File: src/rtl/i2c_pkg.sv
// Shared types and constants for the I2C slave byte engine.
package i2c_pkg;

   localparam int         I2C_BYTE_W  = 8;
   localparam logic [6:0] I2C_GC_ADDR = 7'h00;

   typedef enum logic [2:0] {
      ST_IDLE,
      ST_ADDR,
      ST_ADDR_ACK,
      ST_RX,
      ST_RX_ACK,
      ST_TX,
      ST_TX_ACK,
      ST_WAIT_STOP
   } i2c_state_e;

endpackage

File: src/rtl/i2c_shift8.sv
// 8-bit MSB-first shift register with parallel load, 3-bit bit counter and byte-complete flag.
module i2c_shift8
   import i2c_pkg::*;
(
   input  logic                  i_clk,
   input  logic                  i_rst_n,
   input  logic                  i_clr,
   input  logic                  i_load,
   input  logic [I2C_BYTE_W-1:0] i_load_data,
   input  logic                  i_shift,
   input  logic                  i_sda,
   output logic [I2C_BYTE_W-1:0] o_data,
   output logic [2:0]            o_cnt,
   output logic                  o_byte_done
);

   logic [I2C_BYTE_W-1:0] r_data;
   logic [2:0]            r_cnt;
   logic                  r_done;

   // Clear only rewinds the counter; the data stays readable for the cycle that consumes it.
   always_ff @(posedge i_clk) begin
      if (!i_rst_n) begin
         r_data <= '0;
         r_cnt  <= '0;
         r_done <= 1'b0;
      end else if (i_clr) begin
         r_cnt  <= '0;
         r_done <= 1'b0;
      end else if (i_load) begin
         r_data <= i_load_data;
         r_cnt  <= '0;
         r_done <= 1'b0;
      end else if (i_shift) begin
         r_data <= {r_data[I2C_BYTE_W-2:0], i_sda};
         r_cnt  <= r_cnt + 3'd1;
         r_done <= (r_cnt == 3'd7);
      end
   end

   assign o_data      = r_data;
   assign o_cnt       = r_cnt;
   assign o_byte_done = r_done;

endmodule

File: src/rtl/i2c_slave_byte_engine.sv
// I2C slave byte engine: address match, ACK/NACK generation and rx/tx byte handshakes.
module i2c_slave_byte_engine
   import i2c_pkg::*;
#(
   parameter int         NUM_ADDR = 2,
   parameter bit         GC_EN    = 1'b1,
   parameter logic [7:0] TX_IDLE  = 8'hFF
)(
   input  logic                  i_pclk,
   input  logic                  i_presetn,
   input  logic                  i_scl_rise,
   input  logic                  i_scl_fall,
   input  logic                  i_start_det,
   input  logic                  i_stop_det,
   input  logic                  i_sda_in,
   input  logic [7*NUM_ADDR-1:0] i_slave_addr,
   input  logic [NUM_ADDR-1:0]   i_addr_en,
   input  logic [7:0]            i_tx_data,
   input  logic                  i_tx_valid,
   input  logic                  i_rx_ready,
   output logic [7:0]            o_rx_data,
   output logic                  o_rx_valid,
   output logic                  o_tx_req,
   output logic                  o_sda_low,
   output logic [1:0]            o_addr_idx,
   output logic                  o_rw,
   output logic                  o_busy,
   output logic                  o_rx_overrun,
   output logic                  o_tx_underrun
);

   i2c_state_e r_state;
   logic [7:0] r_rx_data;
   logic       r_rx_valid, r_tx_req, r_sda_low, r_rw, r_mack;
   logic       r_rx_overrun, r_tx_underrun;
   logic [1:0] r_addr_idx;

   logic [7:0] w_sh, w_tx_byte;
   logic [2:0] w_cnt;
   logic       w_byte_done, w_rise, w_fall, w_no_evt;
   logic       w_clr, w_load, w_shift;
   logic       w_match;
   logic [1:0] w_match_idx;

   // A simultaneous rise and fall is a protocol error and is handled as a fall only.
   assign w_rise    = i_scl_rise & ~i_scl_fall;
   assign w_fall    = i_scl_fall;
   assign w_no_evt  = ~i_start_det & ~i_stop_det;
   assign w_tx_byte = i_tx_valid ? i_tx_data : TX_IDLE;

   assign w_clr   = i_start_det
                  | (w_no_evt & w_fall & (((r_state == ST_ADDR) | (r_state == ST_RX)) & w_byte_done))
                  | (w_no_evt & w_fall & (r_state == ST_TX) & (w_cnt == 3'd7));
   assign w_load  = w_no_evt & w_fall & (((r_state == ST_ADDR_ACK) & r_rw)
                                       | ((r_state == ST_TX_ACK) & ~r_mack));
   assign w_shift = w_no_evt & ((w_rise & ((r_state == ST_ADDR) | (r_state == ST_RX)))
                              | (w_fall & (r_state == ST_TX) & (w_cnt != 3'd7)));

   i2c_shift8 u_shift (
      .i_clk       (i_pclk),
      .i_rst_n     (i_presetn),
      .i_clr       (w_clr),
      .i_load      (w_load),
      .i_load_data (w_tx_byte),
      .i_shift     (w_shift),
      .i_sda       (i_sda_in),
      .o_data      (w_sh),
      .o_cnt       (w_cnt),
      .o_byte_done (w_byte_done)
   );

   // Descending scan so the lowest enabled matching entry wins.
   always_comb begin
      w_match     = 1'b0;
      w_match_idx = '0;
      for (int i = NUM_ADDR - 1; i >= 0; i--) begin
         if (i_addr_en[i] && (i_slave_addr[7*i +: 7] == w_sh[7:1])) begin
            w_match     = 1'b1;
            w_match_idx = 2'(i);
         end
      end
      if (!w_match && GC_EN && (w_sh[7:1] == I2C_GC_ADDR) && !w_sh[0]) begin
         w_match     = 1'b1;
         w_match_idx = 2'(NUM_ADDR);
      end
   end

   always_ff @(posedge i_pclk) begin
      if (!i_presetn) begin
         r_state       <= ST_IDLE;
         r_sda_low     <= 1'b0;
         r_rx_data     <= '0;
         r_rx_valid    <= 1'b0;
         r_tx_req      <= 1'b0;
         r_addr_idx    <= '0;
         r_rw          <= 1'b0;
         r_mack        <= 1'b1;
         r_rx_overrun  <= 1'b0;
         r_tx_underrun <= 1'b0;
      end else begin
         r_tx_req      <= 1'b0;
         r_rx_overrun  <= 1'b0;
         r_tx_underrun <= 1'b0;
         if (r_rx_valid && i_rx_ready)
            r_rx_valid <= 1'b0;
         if (i_start_det) begin
            r_state   <= ST_ADDR;
            r_sda_low <= 1'b0;
         end else if (i_stop_det) begin
            r_state   <= ST_IDLE;
            r_sda_low <= 1'b0;
         end else begin
            case (r_state)
               ST_ADDR: if (w_fall && w_byte_done) begin
                  if (w_match) begin
                     r_state    <= ST_ADDR_ACK;
                     r_sda_low  <= 1'b1;
                     r_addr_idx <= w_match_idx;
                     r_rw       <= w_sh[0];
                     r_tx_req   <= w_sh[0];
                  end else begin
                     r_state <= ST_WAIT_STOP;
                  end
               end
               ST_ADDR_ACK: if (w_fall) begin
                  if (r_rw) begin
                     r_state       <= ST_TX;
                     r_sda_low     <= ~w_tx_byte[7];
                     r_tx_underrun <= ~i_tx_valid;
                  end else begin
                     r_state   <= ST_RX;
                     r_sda_low <= 1'b0;
                  end
               end
               // A byte is only accepted if the previous one is gone or leaves this very cycle.
               ST_RX: if (w_fall && w_byte_done) begin
                  r_state <= ST_RX_ACK;
                  if (!r_rx_valid || i_rx_ready) begin
                     r_rx_data  <= w_sh;
                     r_rx_valid <= 1'b1;
                     r_sda_low  <= 1'b1;
                  end else begin
                     r_sda_low    <= 1'b0;
                     r_rx_overrun <= 1'b1;
                  end
               end
               ST_RX_ACK: if (w_fall) begin
                  r_state   <= ST_RX;
                  r_sda_low <= 1'b0;
               end
               ST_TX: if (w_fall) begin
                  if (w_cnt == 3'd7) begin
                     r_state   <= ST_TX_ACK;
                     r_sda_low <= 1'b0;
                     r_mack    <= 1'b1;
                  end else begin
                     r_sda_low <= ~w_sh[6];
                  end
               end
               ST_TX_ACK: begin
                  if (w_fall) begin
                     if (!r_mack) begin
                        r_state       <= ST_TX;
                        r_sda_low     <= ~w_tx_byte[7];
                        r_tx_req      <= 1'b1;
                        r_tx_underrun <= ~i_tx_valid;
                     end else begin
                        r_state <= ST_WAIT_STOP;
                     end
                  end else if (w_rise) begin
                     r_mack <= i_sda_in;
                  end
               end
               default: r_state <= r_state;
            endcase
         end
      end
   end

   assign o_rx_data     = r_rx_data;
   assign o_rx_valid    = r_rx_valid;
   assign o_tx_req      = r_tx_req;
   assign o_sda_low     = r_sda_low;
   assign o_addr_idx    = r_addr_idx;
   assign o_rw          = r_rw;
   assign o_busy        = (r_state != ST_IDLE) && (r_state != ST_WAIT_STOP);
   assign o_rx_overrun  = r_rx_overrun;
   assign o_tx_underrun = r_tx_underrun;

endmodule

File: config.mk
export PLATFORM = sky130hd
export DESIGN_NAME = i2c_slave_byte_engine
export DESIGN_NICKNAME = d
export VERILOG_FILES = /design/src/rtl/i2c_pkg.sv /design/src/rtl/i2c_shift8.sv /design/src/rtl/i2c_slave_byte_engine.sv
export SDC_FILE = /design/constraint.sdc
export NUM_CORES = 1
export LEC_CHECK = 0
export ABC_AREA = 0
export CAP_MARGIN = 20
export CORE_MARGIN = 2
export CORE_UTILIZATION = 40
export DETAILED_ROUTE_END_ITERATION = 12
export PLACE_DENSITY = 0.79
export SLEW_MARGIN = 0
export SYNTH_ARGS = -nofsm -noshare
export SYNTH_HDL_FRONTEND = slang
export SYNTH_SLANG_ARGS = --single-unit
File: constraint.sdc
create_clock -name i_pclk -period 2.75 [get_ports i_pclk]
set_clock_uncertainty 0.1 [all_clocks]
set_input_delay 0.825 -clock i_pclk [delete_from_list [all_inputs] [get_ports i_pclk]]
set_output_delay 0.825 -clock i_pclk [all_outputs]
set_load 0.05 [all_outputs]
==> impl_metrics.env, run 1 <==
export IMPL_setup_tns_ns=0
export IMPL_power_mw=0.957
export IMPL_cts_sinks=32
export IMPL_cts_setup_buffers=0
export IMPL_max_freq_mhz=402
export IMPL_die_area_mm2=0.00506
export IMPL_seqPwrFrac=0.488
export IMPL_ir_drop_mv=0.288
export IMPL_multi_input_area_mm2=0.00109
export IMPL_grt_max_degree=22
export IMPL_crit_required_ns=1.83
export IMPL_die_h_um=71.2
export IMPL_power_switching_mw=0.204
export IMPL_synth_compound_area_frac=0.164
export IMPL_path_depth=1
export IMPL_r2r_setup_slack_ns=0.79
export IMPL_rr_worst_depth=5
export IMPL_clk_latency_ns=0.28
export IMPL_ys_top_cells_by_count="dfxtp_1 (32), mux2i_1 (20), o21ai_0 (17)"
export IMPL_critical_path_top_delay_family="buffers and inverters"
export IMPL_synthFlopType="dfxtp_1"
export IMPL_min_delay_start="r_mack"
export IMPL_grt_pass1_wl_mm=7.34
export IMPL_start_kind="register"
export IMPL_syn_area_per_cell_um2=8.80
export IMPL_hold_ws_ns=0.393
export IMPL_setup_violations_final=0
export IMPL_hp_class="reg2reg"
export IMPL_synth_warning_count=0
export IMPL_synth_xor_area_share=0.0728
export IMPL_cts_tree="done"
export IMPL_yosys_area_share_simple=0.245
export IMPL_track_usage=0.186
export IMPL_hold_buffers=0
export IMPL_yosysTopAreaCellShare=0.355
export IMPL_ys_top_cells_by_area="dfxtp_1 (36%), mux2i_1 (11%), xnor2_1 (6.8%)"
export IMPL_coreArea_mm2=0.00435
export IMPL_swShare=0.214
export IMPL_worst_pin_slew_ns=0.522
export IMPL_antenna_found_initial=0
export IMPL_dr_pass1_iters=4
export IMPL_r2r_end="u_shift.o_data[5]"
export IMPL_cp_slowest_stage_delay_ns=0.84
export IMPL_p_comb_frac=0.105
export IMPL_cts_buffer_depth=2
export IMPL_place_area_mm2=0.00242
export IMPL_reg2reg_from="r_state[1]"
export IMPL_synth_cell_type_count=48
export IMPL_synthesis_area_mm2=0.00180
export IMPL_via_per_inst=5.41
export IMPL_ant_nets=0
export IMPL_crit_type="reg2out"
export IMPL_regArea_um2=641
export IMPL_critPathArrivalTime_ns=1.56
export IMPL_slew_viol_final=0
export IMPL_p_per_area_mw_per_mm2=381
export IMPL_timing_final_crit_share=0.904
export IMPL_io_buffers=49
export IMPL_holdPathStages=2
export IMPL_synth_edf_count=0
export IMPL_drc_errors=0
export IMPL_synth_fp_nets=240
export IMPL_crit_fanout=6
export IMPL_drive_above_1_share=0.106
export IMPL_final_cell_area_mm2=0.00251
export IMPL_maxCapViolCount=0
export IMPL_yosysMostFrequentCell="dfxtp_1"
export IMPL_ys_async_sr_fraction=0
export IMPL_cp_num_buf_inv=1
export IMPL_rsz0062_at_grt="false"
export IMPL_cts_inserted_buffers=5
export IMPL_syn_instance_count=205
export IMPL_top_level_ports=50
export IMPL_root_buffer="clkbuf_8"
export IMPL_synth_seq_cells=32
export IMPL_n_antenna_cell=0
export IMPL_p_leak_nw=0.934
export IMPL_dp_cells=308
export IMPL_wl_per_cell_um=14.0
export IMPL_dp_hpwl_mm=3.29
export IMPL_first_global_vias=1592
export IMPL_vias=1704
export IMPL_internal_power_mw=0.753
export IMPL_grt_overflow_total=0
export IMPL_start_util=0.414
export IMPL_h_tree_depth=2
export IMPL_drtIter0Drc=152
export IMPL_path_clk_slew_ns=0.06
export IMPL_nets=298
export IMPL_rows=24
export IMPL_gp_congestion=0.892
export IMPL_die_w_um=71.2
export IMPL_p_clk_frac=0.406
export IMPL_setup_worst_path_start="o_rw"
export IMPL_stdcell_count=315
export IMPL_crit_chain="clkdlybuf4s50_1"
export IMPL_yosys_area_top_type="dfxtp_1"
export IMPL_run_status="complete, no violations"
export IMPL_hold_viol=0
export IMPL_synthAdderAreaFrac=0.0139
export IMPL_endpoint="o_rw"
export IMPL_synthMuxAreaShare=0.111
export IMPL_cpMaxStageDelayCell="clkdlybuf4s50_1"
export IMPL_syn_to_final_growth_pct=39.4
export IMPL_wirelength_mm=4.42
export IMPL_relSlewSlack=0.651
export IMPL_synth_top_family_by_area="simple AND/OR/NAND/NOR gates"
export IMPL_end_kind="output pin"
export IMPL_nFillCells=391
export IMPL_ys_seq_area_frac=0.355
export IMPL_cts_resized=0
export IMPL_min_period_ns=2.49
## cell type report
type	count	area share
multi-input combinational	159	0.435
sequential	32	0.255
timing repair buffer	61	0.240
clock buffer	7	0.0383
tap	52	0.0259
inverter	4	0.00597
## registers in the layout (all words and copies together) (netlist names), 2 cells and up
name / flops
u_shift.o_data: 8
r_state: 3
o_addr_idx: 2
o_rx_data: 8
u_shift.o_cnt: 3
## how the worst min path moves through the flow
stage              to  slack, ns
2_1_floorplan  r_mack       0.36
3_3_place_gp   r_mack       0.38
3_5_place_dp   r_mack       0.38
4_1_cts        r_mack       0.40
5_1_grt        r_mack       0.44
6_report       r_mack       0.39
## tightest hold or removal path, stage by stage (launching register included)
cell and delay [ns]:
dfxtp_1 0.31, nand2_1 0.05, o211ai_1 0.07
## cell usage in the layout, fill, tap and decap left out, drive strengths merged, types with 2 or more instances in the layout
cell type,n
clkdlybuf4s50,48
dfxtp,32
mux2i,20
o21ai,19
nor2,17
a21oi,14
xnor2,14
buf,13
nor2b,10
nand2,9
nand2b,7
clkbuf,7
nand4,5
inv,4
nor3,4
nand3,3
nor3b,3
nand3b,3
or4,3
o211ai,3
and3,2
nor4,2
o22ai,2
ha,2
## through the flow
stage	setup slack, ns	util
global placement	0.111	0.555
detailed placement	0.0686	0.555
global route	0.187	0.578
finish	0.263	0.578
CTS	0.248	0.578
floorplan	0.311	-
## metal layers
| metal | track usage | vias to the layer above | part of all wire |
|---|---|---|---|
| met5 | 0 | - | 0 |
| met2 | 0.306 | 50 | 0.50 |
| met4 | 0.0440 | 0 | 0.0086 |
| met3 | 0.0641 | 4 | 0.056 |
| li1 | - | 855 | - |
| met1 | 0.233 | 795 | 0.43 |
## power by group through the flow
stage | clock [mW] | sequential [mW] | combinational, mW
6_report | 0.389 | 0.467 | 0.101
5_1_grt | 0.425 | 0.467 | 0.109
4_1_cts | 0.401 | 0.467 | 0.101
3_5_place_dp | 0 | 0.477 | 0.101
3_3_place_gp | 0 | 0.477 | 0.0996
2_1_floorplan | 0 | 0.475 | 0.0374
## kinds of logic (layout without fill, tap and decap cells)
family	count (synthesis)	count (layout)
mux	20	20
flops	32	32
fa+ha+maj	2	2
xor+xnor	15	15
buf+inv	14	72
simple gates	74	74
compound gates	48	48
(Power assumes the default switching activity.)
==> run 2, diff against run 1 <==
CORE_UTILIZATION = 48   (was 40)
PLACE_DENSITY = 0.9   (was 0.79)
clock period = 2.6 ns   (was 2.75 ns; I/O delays follow)
==> run 2 against run 1 <==
  * Total power up 6.4%
  * Non-clock buffer count up 3
  * Via count up 4.4%
  * Setup slack worse by 0.13 ns
  * Hold slack better by 0.012 ns
  * Die area down 16%
  * Final cell count unchanged
  * Sequential share of layout area down 0.15 points
  * Sequential power up 5.8%
  * Register-to-register slack worse by 0.16 ns
  * Clock power up 6.7%
  * Critical path type unchanged
==> impl_metrics.env, run 2 (same netlist as run 1, synthesis figures left out) <==
export IMPL_run_status="complete, no violations"
export IMPL_critPathArrivalTime_ns=1.59
export IMPL_track_usage=0.231
export IMPL_drtIter0Drc=131
export IMPL_holdPathStages=2
export IMPL_end_kind="output pin"
export IMPL_dp_hpwl_mm=3.46
export IMPL_coreArea_mm2=0.00363
export IMPL_n_antenna_cell=0
export IMPL_max_freq_mhz=405
export IMPL_timing_final_crit_share=0.950
export IMPL_hold_viol=0
export IMPL_io_buffers=49
export IMPL_nets=301
export IMPL_slew_viol_final=0
export IMPL_cts_sinks=32
export IMPL_stdcell_count=315
export IMPL_vias=1779
export IMPL_dp_cells=307
export IMPL_final_common_cell="clkdlybuf4s50_1"
export IMPL_p_per_area_mw_per_mm2=402
export IMPL_start_kind="register"
export IMPL_rsz0062_at_grt="false"
export IMPL_start_util=0.497
export IMPL_die_h_um=65.3
export IMPL_grt_overflow_total=0
export IMPL_cts_tree="done"
export IMPL_cp_num_buf_inv=1
export IMPL_crit_required_ns=1.72
export IMPL_die_w_um=65.3
export IMPL_nFillCells=295
export IMPL_first_global_vias=1666
export IMPL_relSlewSlack=0.661
export IMPL_rr_worst_depth=7
export IMPL_root_buffer="clkbuf_8"
export IMPL_path_depth=1
export IMPL_h_tree_depth=2
export IMPL_grt_max_degree=18
export IMPL_layout_common_cells="clkdlybuf4s50_1 (48), dfxtp_1 (32), mux2i_1 (20)"
export IMPL_drc_errors=0
export IMPL_ant_nets=0
export IMPL_maxCapViolCount=0
export IMPL_p_leak_nw=0.943
export IMPL_wirelength_mm=4.59
export IMPL_via_per_inst=5.65
export IMPL_cts_buffer_depth=2
export IMPL_cp_slowest_stage_delay_ns=0.84
export IMPL_crit_type="reg2out"
export IMPL_syn_to_final_growth_pct=40.2
export IMPL_ir_drop_mv=0.334
export IMPL_worst_pin_slew_ns=0.507
export IMPL_utilization=0.696
export IMPL_setup_violations_final=0
export IMPL_hold_buffers=0
export IMPL_die_area_mm2=0.00427
export IMPL_crit_chain="clkdlybuf4s50_1"
export IMPL_critical_path_top_delay_family="buffers and inverters"
export IMPL_grt_pass1_wl_mm=7.48
export IMPL_clk_latency_ns=0.30
export IMPL_drive_above_1_share=0.116
export IMPL_place_area_mm2=0.00244
export IMPL_gp_congestion=0.877
export IMPL_cts_inserted_buffers=5
export IMPL_dr_pass1_iters=5
export IMPL_final_cell_area_mm2=0.00253
export IMPL_antenna_found_initial=0
export IMPL_top_level_ports=50
export IMPL_cts_resized=0
export IMPL_path_clk_slew_ns=0.07
export IMPL_rows=22
export IMPL_crit_fanout=6
export IMPL_wl_per_cell_um=14.6
export IMPL_r2r_setup_slack_ns=0.63
export IMPL_hp_class="reg2reg"
export IMPL_cpMaxStageDelayCell="clkdlybuf4s50_1"
export IMPL_cts_setup_buffers=0
export IMPL_min_period_ns=2.47
-- run 2: changes by cell type in the layout (fill, tap and decap cells not counted), sizes merged --
cell / previous run / this run
clkinvlp: 0 / 1
buf: 13 / 16
-- run 2: per-layer routing --
layer	share of wire	vias up	track usage	wire, um
met5	0	-	0	0
met4	0.029	0	0.120	135
met3	0.045	17	0.0479	207
met2	0.50	64	0.393	2280
met1	0.43	830	0.272	1970
li1	-	868	-	-
-- run 2: where the power goes --
part           switching, mW  internal (mW)  total [mW]
combinational         0.0382         0.0712       0.109
clock                  0.200          0.215       0.415
sequential           0.00308          0.491       0.494
total                  0.241          0.777        1.02
-- run 2: final timing paths --
check                                 startpoint                 to
worst max-delay path                        o_rw               o_rw
worst min-delay path                      r_mack             r_mack
worst max register to register  u_shift.o_cnt[0]  u_shift.o_data[5]
worst min register to register            r_mack             r_mack
-- run 2: through the flow --
stage                     setup slack, ns  hold slack, ns  setup TNS [ns]  power (mW)
after floorplan                     0.206           0.361               0       0.542
after global placement             0.0260           0.375               0       0.612
after detailed placement          -0.0668           0.389          -0.262       0.614
after CTS                           0.129           0.407               0        1.02
after global routing               0.0633           0.431               0        1.05
final                               0.131           0.404               0        1.02
-- run 2: final cells by class --
type                       count  area [um2]  area share
clock buffer                   7        86.3      0.0341
clock inverter                 1        7.51     0.00297
inverter                       4        15.0     0.00593
multi-input combinational    159        1090       0.433
sequential                    32         641       0.253
tap                           48        60.1      0.0237
timing repair buffer          64         626       0.247
==> run 3, diff against run 2 <==
CELL_PAD_IN_SITES_DETAIL_PLACEMENT = 1   (was not set)
CELL_PAD_IN_SITES_GLOBAL_PLACEMENT = 1   (was not set)
CORE_UTILIZATION = 35   (was 48)
PLACE_DENSITY = 0.89   (was 0.9)
==> run 3 against run 2 <==
  * Hold slack gained 0.0029 ns
  * Sequential power barely moved
  * Wire length increased by 22%
  * Non-clock buffer count rose by 1
  * Highest routed layer unchanged
==> impl_metrics.env, run 3 (same netlist as run 1, synthesis figures left out) <==
export IMPL_cts_resized=0
export IMPL_n_antenna_cell=0
export IMPL_cts_buffer_depth=2
export IMPL_cts_setup_buffers=0
export IMPL_grt_max_degree=17
export IMPL_ir_drop_mv=0.243
export IMPL_p_per_area_mw_per_mm2=421
export IMPL_coreArea_mm2=0.00504
export IMPL_setup_violations_final=0
export IMPL_drtIter0Drc=103
export IMPL_hold_viol=0
export IMPL_maxCapViolCount=0
export IMPL_final_common_cell="clkdlybuf4s50_1"
export IMPL_routed_wl_met2_mm=2.96
export IMPL_crit_fanout=6
export IMPL_clk_latency_ns=0.29
export IMPL_dp_hpwl_mm=4.38
export IMPL_io_buffers=49
export IMPL_crit_chain="clkdlybuf4s50_1"
export IMPL_wl_met1_mm=2.38
export IMPL_p_leak_nw=0.958
export IMPL_timing_final_crit_share=0.951
export IMPL_grt_overflow_total=0
export IMPL_place_area_mm2=0.00247
export IMPL_r2r_end="u_shift.o_data[6]"
export IMPL_gp_congestion=0.800
export IMPL_min_period_ns=2.47
export IMPL_first_global_vias=1819
export IMPL_relSlewSlack=0.651
export IMPL_die_h_um=75.8
export IMPL_r2r_setup_slack_ns=0.56
export IMPL_reg2reg_from="r_state[0]"
export IMPL_crit_required_ns=1.72
export IMPL_holdPathStages=2
export IMPL_syn_to_final_growth_pct=43.1
export IMPL_drive_above_1_share=0.123
export IMPL_wirelength_mm=5.63
export IMPL_critPathArrivalTime_ns=1.59
export IMPL_die_w_um=75.8
export IMPL_rsz0062_at_grt="false"
export IMPL_cts_tree="done"
export IMPL_antenna_found_initial=0
export IMPL_track_usage=0.206
export IMPL_max_freq_mhz=404
export IMPL_path_depth=1
export IMPL_nets=302
export IMPL_cts_sinks=32
export IMPL_ant_nets=0
export IMPL_crit_type="reg2out"
export IMPL_cp_num_buf_inv=1
export IMPL_hp_class="reg2reg"
export IMPL_path_clk_slew_ns=0.07
export IMPL_cts_inserted_buffers=5
export IMPL_wl_met3_um=168
export IMPL_worstHoldEndpoint="r_mack"
export IMPL_nFillCells=586
export IMPL_drc_errors=0
export IMPL_wl_per_cell_um=16.6
export IMPL_utilization=0.512
export IMPL_die_area_mm2=0.00574
export IMPL_via_per_inst=5.33
export IMPL_h_tree_depth=2
export IMPL_critical_path_top_delay_family="buffers and inverters"
export IMPL_worst_pin_slew_ns=0.522
export IMPL_run_status="complete, no violations"
export IMPL_grt_pass1_wl_mm=8.91
export IMPL_end_kind="output pin"
export IMPL_min_delay_start="r_mack"
export IMPL_layout_common_cells="clkdlybuf4s50_1 (48), dfxtp_1 (32), mux2i_1 (20)"
export IMPL_vias=1800
export IMPL_cp_slowest_stage_delay_ns=0.85
export IMPL_rows=26
export IMPL_top_level_ports=50
export IMPL_slew_viol_final=0
export IMPL_final_cell_area_mm2=0.00258
export IMPL_cpMaxStageDelayCell="clkdlybuf4s50_1"
export IMPL_hold_buffers=0
export IMPL_dr_pass1_iters=4
export IMPL_rr_worst_depth=6
export IMPL_top_layer_used="met4"
export IMPL_start_util=0.358
export IMPL_start_kind="register"
export IMPL_root_buffer="clkbuf_8"
run 3: metal layers:
| layer | global-route usage | vias to the layer above |
|---|---|---|
| met5 | 0 | - |
| met4 | 0.0663 | 0 |
| met3 | 0.0410 | 10 |
| met2 | 0.365 | 41 |
| met1 | 0.250 | 879 |
| li1 | - | 870 |
run 3: layout make-up:
type | count | area (um2) | area share
multi-input cells | 159 | 1090 | 0.424
flip-flops and latches | 32 | 641 | 0.248
repair buffers | 65 | 633 | 0.245
well taps | 70 | 87.6 | 0.0339
clock buffers | 5 | 68.8 | 0.0266
clock inverters | 3 | 42.5 | 0.0165
inverters | 4 | 15.0 | 0.00581
run 3: power breakdown:
group	switching, mW	internal, mW	leakage [nW]
registers	0.000703	0.491	0.258
clock network	0.198	0.283	0.0541
logic	0.0436	0.0713	0.646
total	0.243	0.845	0.958
run 3: worst max-delay path by stage:
stage / from / to / slack (ns)
after floorplan: r_state[0] / o_busy / 0.21
after global placement: i_scl_fall / o_rx_data[0] / 0.02
after detailed placement: i_scl_fall / o_rx_data[7] / -0.08
after CTS: o_rw / o_rw / 0.12
after global routing: o_rw / o_rw / 0.10
final: o_rw / o_rw / 0.13
run 3: per-stage QoR:
step / setup slack, ns / hold WS [ns] / TNS (ns) / std cells / power (mW)
global placement: 0.0175 / 0.379 / 0 / 330 / 0.613
CTS: 0.118 / 0.406 / 0 / 338 / 1.10
floorplan: 0.206 / 0.361 / 0 / 205 / 0.542
detailed placement: -0.0779 / 0.393 / -0.502 / 330 / 0.618
global route: 0.103 / 0.441 / 0 / 338 / 1.13
finish: 0.127 / 0.407 / 0 / 338 / 1.09
